### config.mk
export PLATFORM = sky130hd
export DESIGN_NAME = debug_control_memory_burst_flat
export DESIGN_NICKNAME = d
export VERILOG_FILES = /design/src/rtl/debug_control_memory_burst_pkg.sv /design/src/rtl/debug_control_memory_burst_if.sv /design/src/rtl/debug_control_memory_burst_serializer.sv /design/src/rtl/debug_control_memory_burst.sv /design/src/flat_wrapper.sv
export SDC_FILE = /design/constraint.sdc
export NUM_CORES = 1
export LEC_CHECK = 0
export ABC_AREA = 1
export CORE_UTILIZATION = 49
export CTS_CLUSTER_SIZE = 16
export DETAILED_ROUTE_END_ITERATION = 7
export PLACE_DENSITY = 0.85
export SLEW_MARGIN = 10
export SYNTH_ARGS = -nofsm -noshare
export SYNTH_HDL_FRONTEND = slang
export SYNTH_SLANG_ARGS = --single-unit
export TNS_END_PERCENT = 50
### constraint.sdc
create_clock -name i_clock -period 4.13 [get_ports i_clock]
set_input_delay 0.6195 -clock i_clock [delete_from_list [all_inputs] [get_ports i_clock]]
set_output_delay 0.6195 -clock i_clock [all_outputs]
set_load 0.02 [all_outputs]
### src/rtl/debug_control_memory_burst_pkg.sv
// Types and constants shared by the debug-unit controllers.
package debug_pkg;

  typedef enum logic [2:0] {
    ST_IDLE,
    ST_READ,
    ST_WAIT,
    ST_SEND,
    ST_DONE
  } debug_state_t;

  localparam logic [5:0] CTRL_ID_MEMORY_BURST    = 6'b000000;
  localparam logic [5:0] CTRL_ID_REGISTER_FILE   = 6'b000001;
  localparam logic [5:0] CTRL_ID_PROGRAM_COUNTER = 6'b000010;
  localparam logic [5:0] CTRL_ID_STEP            = 6'b000011;

  // Number of frames needed to carry one memory word.
  function automatic int n_chunk(input int nb_data, input int nb_frame);
    return (nb_data + nb_frame - 1) / nb_frame;
  endfunction

endpackage

### src/rtl/debug_control_memory_burst_if.sv
// Debug-interface and data-memory signals of the burst memory controller.
interface debug_control_memory_burst_if #(
  parameter int NB_DATA          = 32,
  parameter int NB_CONTROL_FRAME = 32,
  parameter int NB_ADDR          = 10,
  parameter int NB_REQUEST       = 6
);

  logic [NB_REQUEST-1:0]       i_request_select;
  logic [NB_ADDR-1:0]          i_base_addr;
  logic [NB_ADDR:0]            i_num_words;
  logic [NB_ADDR-1:0]          o_mem_addr;
  logic                        o_mem_re;
  logic [NB_DATA-1:0]          i_data_from_mips;
  logic [NB_CONTROL_FRAME-1:0] o_frame_to_interface;
  logic                        o_frame_valid;
  logic                        i_frame_ready;
  logic                        o_writing;
  logic                        o_done;

  modport master (
    output i_request_select, i_base_addr, i_num_words, i_data_from_mips, i_frame_ready,
    input  o_mem_addr, o_mem_re, o_frame_to_interface, o_frame_valid, o_writing, o_done
  );

  modport slave (
    input  i_request_select, i_base_addr, i_num_words, i_data_from_mips, i_frame_ready,
    output o_mem_addr, o_mem_re, o_frame_to_interface, o_frame_valid, o_writing, o_done
  );

endinterface

### src/rtl/debug_control_memory_burst_serializer.sv
// Splits one memory word into frames, least-significant chunk first, the
// last chunk zero-extended.
module debug_frame_serializer
  import debug_pkg::*;
#(
  parameter int NB_DATA          = 32,
  parameter int NB_CONTROL_FRAME = 32
) (
  input  logic                        clock,
  input  logic                        reset,
  input  logic                        load,
  input  logic [NB_DATA-1:0]          word,
  input  logic                        send,
  input  logic                        ready,
  output logic [NB_CONTROL_FRAME-1:0] frame,
  output logic                        last_accepted
);

  localparam int N_CHUNK      = n_chunk(NB_DATA, NB_CONTROL_FRAME);
  localparam int NB_PAD       = N_CHUNK * NB_CONTROL_FRAME;
  localparam int NB_CHUNK_CNT = (N_CHUNK > 1) ? $clog2(N_CHUNK) : 1;

  logic [NB_PAD-1:0]       shift_q;
  logic [NB_CHUNK_CNT-1:0] chunk_cnt;
  logic                    last_chunk;
  logic                    advance;

  assign last_chunk    = (chunk_cnt == NB_CHUNK_CNT'(N_CHUNK - 1));
  assign advance       = send & ready & ~last_chunk;
  assign last_accepted = send & ready & last_chunk;

  // The low frame of the shift register is the frame on the wire, so the
  // output comes straight from flops and zero-fill happens on the shift.
  always_ff @(posedge clock) begin
    if (reset) begin
      shift_q   <= '0;
      chunk_cnt <= '0;
    end else if (load) begin
      shift_q   <= NB_PAD'(word);
      chunk_cnt <= '0;
    end else if (advance) begin
      shift_q   <= shift_q >> NB_CONTROL_FRAME;
      chunk_cnt <= chunk_cnt + NB_CHUNK_CNT'(1);
    end
  end

  assign frame = shift_q[NB_CONTROL_FRAME-1:0];

endmodule

### src/rtl/debug_control_memory_burst.sv
// Burst memory-read controller: streams a block of data-memory words to the
// debug interface when its controller ID is requested.
//
//   state   | meaning
//   IDLE    | waiting for a rising edge of the registered request match
//   READ    | memory read strobe for the current address
//   WAIT    | read data arrives, loaded into the serializer
//   SEND    | frames offered with valid/ready
//   DONE    | one-cycle completion pulse
module debug_control_memory_burst
  import debug_pkg::*;
#(
  parameter int                    NB_DATA          = 32,
  parameter int                    NB_CONTROL_FRAME = 32,
  parameter int                    NB_ADDR          = 10,
  parameter int                    NB_REQUEST       = 6,
  parameter logic [NB_REQUEST-1:0] CONTROLLER_ID    = NB_REQUEST'(CTRL_ID_MEMORY_BURST)
) (
  input logic                         i_clock,
  input logic                         i_reset,
  debug_control_memory_burst_if.slave bus
);

  localparam int NB_COUNT = NB_ADDR + 1;

  debug_state_t        state;
  logic                match_q;
  logic                match_prev;
  logic [NB_ADDR-1:0]  addr_cnt;
  logic [NB_COUNT-1:0] word_cnt;
  logic                mem_re_q;
  logic                frame_valid_q;
  logic                done_q;
  logic                writing_q;
  logic                start;
  logic                last_word;
  logic                last_accepted;

  assign start     = match_q & ~match_prev;
  assign last_word = (word_cnt == NB_COUNT'(1));

  debug_frame_serializer #(
    .NB_DATA          (NB_DATA),
    .NB_CONTROL_FRAME (NB_CONTROL_FRAME)
  ) u_serializer (
    .clock         (i_clock),
    .reset         (i_reset),
    .load          (state == ST_WAIT),
    .word          (bus.i_data_from_mips),
    .send          (state == ST_SEND),
    .ready         (bus.i_frame_ready),
    .frame         (bus.o_frame_to_interface),
    .last_accepted (last_accepted)
  );

  // Outputs are registered alongside the state so they line up with it.
  always_ff @(posedge i_clock) begin
    if (i_reset) begin
      state         <= ST_IDLE;
      match_q       <= 1'b0;
      match_prev    <= 1'b0;
      addr_cnt      <= '0;
      word_cnt      <= '0;
      mem_re_q      <= 1'b0;
      frame_valid_q <= 1'b0;
      done_q        <= 1'b0;
      writing_q     <= 1'b0;
    end else begin
      match_q    <= (bus.i_request_select == CONTROLLER_ID);
      match_prev <= match_q;
      mem_re_q   <= 1'b0;
      done_q     <= 1'b0;
      unique case (state)
        ST_IDLE: begin
          if (start) begin
            addr_cnt  <= bus.i_base_addr;
            word_cnt  <= bus.i_num_words;
            writing_q <= 1'b1;
            if (bus.i_num_words == '0) begin
              state  <= ST_DONE;
              done_q <= 1'b1;
            end else begin
              state    <= ST_READ;
              mem_re_q <= 1'b1;
            end
          end
        end
        ST_READ: begin
          if (!match_q) begin
            state     <= ST_IDLE;
            writing_q <= 1'b0;
          end else begin
            state <= ST_WAIT;
          end
        end
        ST_WAIT: begin
          if (!match_q) begin
            state     <= ST_IDLE;
            writing_q <= 1'b0;
          end else begin
            state         <= ST_SEND;
            frame_valid_q <= 1'b1;
          end
        end
        ST_SEND: begin
          // A withdrawn request wins even over a frame accepted this cycle.
          if (!match_q) begin
            state         <= ST_IDLE;
            writing_q     <= 1'b0;
            frame_valid_q <= 1'b0;
          end else if (last_accepted) begin
            frame_valid_q <= 1'b0;
            if (last_word) begin
              state  <= ST_DONE;
              done_q <= 1'b1;
            end else begin
              word_cnt <= word_cnt - NB_COUNT'(1);
              addr_cnt <= addr_cnt + NB_ADDR'(1);
              state    <= ST_READ;
              mem_re_q <= 1'b1;
            end
          end
        end
        ST_DONE: begin
          state     <= ST_IDLE;
          writing_q <= 1'b0;
        end
        default: begin
          state         <= ST_IDLE;
          writing_q     <= 1'b0;
          frame_valid_q <= 1'b0;
        end
      endcase
    end
  end

  assign bus.o_mem_addr    = addr_cnt;
  assign bus.o_mem_re      = mem_re_q;
  assign bus.o_frame_valid = frame_valid_q;
  assign bus.o_done        = done_q;
  assign bus.o_writing     = writing_q;

endmodule

### src/flat_wrapper.sv
// flat-port wrapper written by rule: the top's interface ports become plain ports
module debug_control_memory_burst_flat import debug_pkg::*;
#(
  parameter int                    NB_DATA          = 32,
  parameter int                    NB_CONTROL_FRAME = 32,
  parameter int                    NB_ADDR          = 10,
  parameter int                    NB_REQUEST       = 6,
  parameter logic [NB_REQUEST-1:0] CONTROLLER_ID    = NB_REQUEST'(CTRL_ID_MEMORY_BURST)
)
  (i_clock, i_reset, bus_i_request_select, bus_i_base_addr, bus_i_num_words, bus_i_data_from_mips, bus_i_frame_ready, bus_o_mem_addr, bus_o_mem_re, bus_o_frame_to_interface, bus_o_frame_valid, bus_o_writing, bus_o_done);
  debug_control_memory_burst_if #(.NB_DATA(NB_DATA), .NB_CONTROL_FRAME(NB_CONTROL_FRAME), .NB_ADDR(NB_ADDR), .NB_REQUEST(NB_REQUEST)) bus_i ();
  input logic i_clock;
  input logic i_reset;
  input wire logic [$bits(bus_i.i_request_select)-1:0] bus_i_request_select;
  input wire logic [$bits(bus_i.i_base_addr)-1:0] bus_i_base_addr;
  input wire logic [$bits(bus_i.i_num_words)-1:0] bus_i_num_words;
  input wire logic [$bits(bus_i.i_data_from_mips)-1:0] bus_i_data_from_mips;
  input wire logic [$bits(bus_i.i_frame_ready)-1:0] bus_i_frame_ready;
  output wire logic [$bits(bus_i.o_mem_addr)-1:0] bus_o_mem_addr;
  output wire logic [$bits(bus_i.o_mem_re)-1:0] bus_o_mem_re;
  output wire logic [$bits(bus_i.o_frame_to_interface)-1:0] bus_o_frame_to_interface;
  output wire logic [$bits(bus_i.o_frame_valid)-1:0] bus_o_frame_valid;
  output wire logic [$bits(bus_i.o_writing)-1:0] bus_o_writing;
  output wire logic [$bits(bus_i.o_done)-1:0] bus_o_done;
  assign bus_i.i_request_select = bus_i_request_select;
  assign bus_i.i_base_addr = bus_i_base_addr;
  assign bus_i.i_num_words = bus_i_num_words;
  assign bus_i.i_data_from_mips = bus_i_data_from_mips;
  assign bus_i.i_frame_ready = bus_i_frame_ready;
  assign bus_o_mem_addr = bus_i.o_mem_addr;
  assign bus_o_mem_re = bus_i.o_mem_re;
  assign bus_o_frame_to_interface = bus_i.o_frame_to_interface;
  assign bus_o_frame_valid = bus_i.o_frame_valid;
  assign bus_o_writing = bus_i.o_writing;
  assign bus_o_done = bus_i.o_done;
  debug_control_memory_burst #(.NB_DATA(NB_DATA), .NB_CONTROL_FRAME(NB_CONTROL_FRAME), .NB_ADDR(NB_ADDR), .NB_REQUEST(NB_REQUEST), .CONTROLLER_ID(CONTROLLER_ID)) u_core (.i_clock(i_clock), .i_reset(i_reset), .bus(bus_i));
endmodule
==> results.cfg <==
[placement]
io_buffer_count = 107
gp_congestion = 0.8608
place_hpwl_mm = 5.921
place_inst = 665

[global_routing]
grt_pass1_wl_mm = 14.52
grt_pass1_vias = 3279
overflow = 0
antenna_found_initial = 0
grt_usage_pct = 25.85
grt_max_degree = 44

[synthesis]
syn-num-nets = 568
ys_seq_area_share_pct = 39.27
syn_area_mm2 = 0.003212
yosysUniqueCellTypes = 25
synth_warnings = 0
avgSynthCellArea_um2 = 6.385
synth_seq_cells = 63
postSynthCellCount = 503

[timing]
slew_viol_final = 0
max_freq_mhz = 364.7
timing.final.crit_share_pct = 66.40
max_slew_margin_pct = 55.79
tightest_slew_ns = 0.6625
setup-tns-final_ns = 0
rsz0062_at_grt = no
skew_ns = 0.01183
final.min_clock_period_ns = 2.742
hold_violations = 0
setup_viol_count_final = 0

[floorplanning]
fp.dieArea_mm2 = 0.006882
core_area_mm2 = 0.006350
pin_count = 108
die_x_um = 82.96
start_util_pct = 50.58
fp.dieH_um = 82.96
placementRows = 29

[drt]
dr.pass1.iters = 6
ant_nets = 0
routed_via_density = 5.212
drc = 0
num_vias = 3544
wl_per_cell_um = 12.77
routed_wirelength_mm = 8.682
drt_iter0_drc = 241

[cts]
cts_tree = built
cts_hold_buf = 0
cts_buffer_depth = 2
cts_buffers = 9
clock-sinks = 63
clk_latency_ns = 0.35
clk_pin_slew_ns = 0.06
postCtsSetupRepairBufs = 0
cts_root_buffer = clkbuf_8
cts_resized = 0
htreeDepth = 3

[setup_path]
cpPeakStageDelay_ns = 0.70
crit_buf_inv = 1
cp_slowest_cell = inv_1
crit_top_cell = nand2_1
critPathRequiredTime_ns = 4.36
worst-path-max-fanout = 42
crit_arrival_ns = 2.97
path_cells = nand3_2 > inv_1 > o21ai_0 > nand4_4 > nand2_1 > nand2_1 > nor2_1
endpoint_kind = flop
critPathKind = reg2reg
startpoint = u_core.state[0]
crit_family = simple AND/OR/NAND/NOR gates
reg2reg_from = u_core.state[0]
start_kind = flop

[worst_hold_path]
worstHoldPathType = reg2reg
hold_start = u_core.bus.o_frame_valid

[layout]
final_nets = 664
final_util_pct = 70.27
drive_above_1_share_pct = 4.809
syn_to_final_growth_pct = 38.92
final-instance-count-excl-fill = 680
num_antenna_cells = 0

[power]
switching_share_pct = 22.98
p_sw_mw = 0.2947
p_clk_share_pct = 42.9
ir_drop_mv = 0.2197
p_leak_nw = 1.916
internal-power_mw = 0.9876
pwr-share-seq_pct = 48.0
power_density_mw_per_mm2 = 287.4
power_frac_comb_pct = 9.1

[flow_run]
maxCapViolCount = 0

[run_status]
status = complete, no violations
==> worst reg2reg max path: stages (launching register included) <==
cell,delay (ns)
dfxtp_1,0.44
nand3_2,0.48
inv_1,0.72
o21ai_0,0.30
nand4_4,0.45
nand2_1,0.12
nand2_1,0.08
nor2_1,0.05
==> Yosys cell counts <==
master	count	area share, %
nor3_1	2	0.31
clkbuf_1	7	0.82
ha_1	3	1.2
nand4_4	1	0.66
nor2_1	74	8.6
buf_4	5	1.2
nand4_1	3	0.58
buf_6	3	1.1
nand3_2	1	0.31
nor4_1	1	0.19
nor2_4	1	0.35
or2_2	3	0.58
nand3_1	62	9.7
buf_2	7	1.1
nand3b_1	2	0.47
nor3_2	1	0.31
nand2_1	161	19
dfxtp_1	63	39
xnor2_1	1	0.27
o21ai_0	16	2.5
a21oi_1	40	6.2
inv_1	38	4.4
buf_1	3	0.35
inv_2	3	0.35
nor2_2	2	0.39
==> cell usage in the layout, fill, tap and decap left out, types with 2 or more instances in the layout <==
| master | Yosys | layout |
|---|---|---|
| buf_4 | 5 | 3 |
| dfxtp_1 | 63 | 63 |
| nand3_1 | 62 | 62 |
| clkdlybuf4s50_1 | 0 | 107 |
| inv_1 | 38 | 38 |
| nor2_1 | 74 | 74 |
| clkbuf_8 | 0 | 11 |
| nand2_1 | 161 | 161 |
| nor2_2 | 2 | 2 |
| nor3_1 | 2 | 2 |
| a21oi_1 | 40 | 40 |
| nand4_1 | 3 | 3 |
| nand3b_1 | 2 | 2 |
| inv_2 | 3 | 3 |
| ha_1 | 3 | 3 |
| o21ai_0 | 16 | 16 |
| or2_2 | 3 | 3 |
==> logic make-up after synthesis <==
| group | synth area share [%] |
|---|---|
| flops | 39.27 |
| simple gates | 41.29 |
| buf+inv | 9.272 |
| compound gates | 8.726 |
| fa+ha+maj | 1.169 |
| xor+xnor | 0.2727 |
==> per-layer routing <==
metal,wire length (µm),track usage (%),up-vias,share of wire [%]
met5,0,0,-,0
met4,241,11.91,0,2.8
met3,865,8.847,21,10
met2,4086,43.89,157,47
met1,3487,29.13,1588,40
li1,-,-,1778,-
==> layout make-up <==
| cell class | instances | area, µm² |
|---|---|---|
| Fill cell | 531 | 1888 |
| Multi-Input combinational cell | 374 | 1659 |
| Timing Repair Buffer | 110 | 1094 |
| Clock inverter | 3 | 42.54 |
| Sequential cell | 63 | 1261 |
| Clock buffer | 12 | 155.1 |
| Inverter | 41 | 153.9 |
| Tap cell | 77 | 96.34 |
==> final timing paths <==
path | to | cells after the start | slack (ns)
worst max-delay path | u_core.bus.o_mem_addr[1] | 7 | 1.39
worst min-delay path | u_core.bus.o_frame_valid | 2 | 0.46
worst max register to register | u_core.bus.o_mem_addr[1] | 7 | 1.39
worst min register to register | u_core.bus.o_frame_valid | 2 | 0.46
==> per-stage QoR <==
step           total power, mW  setup slack (ns)  area (µm²)  hold slack, ns
2_1_floorplan           0.6733             2.629        3212          0.4583
3_3_place_gp            0.7431             1.551        4264          0.4539
3_5_place_dp            0.7446             1.402        4264          0.4592
4_1_cts                  1.287             1.354        4462          0.4716
5_1_grt                  1.328             1.085        4462          0.4879
6_report                 1.282             1.388        4462          0.4630
==> state kept, by name (all words and copies together) (netlist names) <==
register	count
u_core.match_prev	1
u_core.bus.o_done	1
u_core.bus.o_frame_valid	1
u_core.bus.o_mem_re	1
u_core.u_serializer.chunk_cnt	1
u_core.bus.o_mem_addr	10
u_core.bus.o_writing	1
u_core.u_serializer.frame	32
u_core.match_q	1
u_core.word_cnt	11
u_core.state	3
==> power groups by stage <==
stage / clock network, mW / logic [mW] / registers (mW)
final: 0.550 / 0.117 / 0.615
after global routing: 0.585 / 0.128 / 0.615
after CTS: 0.555 / 0.117 / 0.615
after detailed placement: 0 / 0.116 / 0.629
after global placement: 0 / 0.114 / 0.629
after floorplan: 0 / 0.0434 / 0.630
No activity file was read; power rests on OpenSTA's default activity.
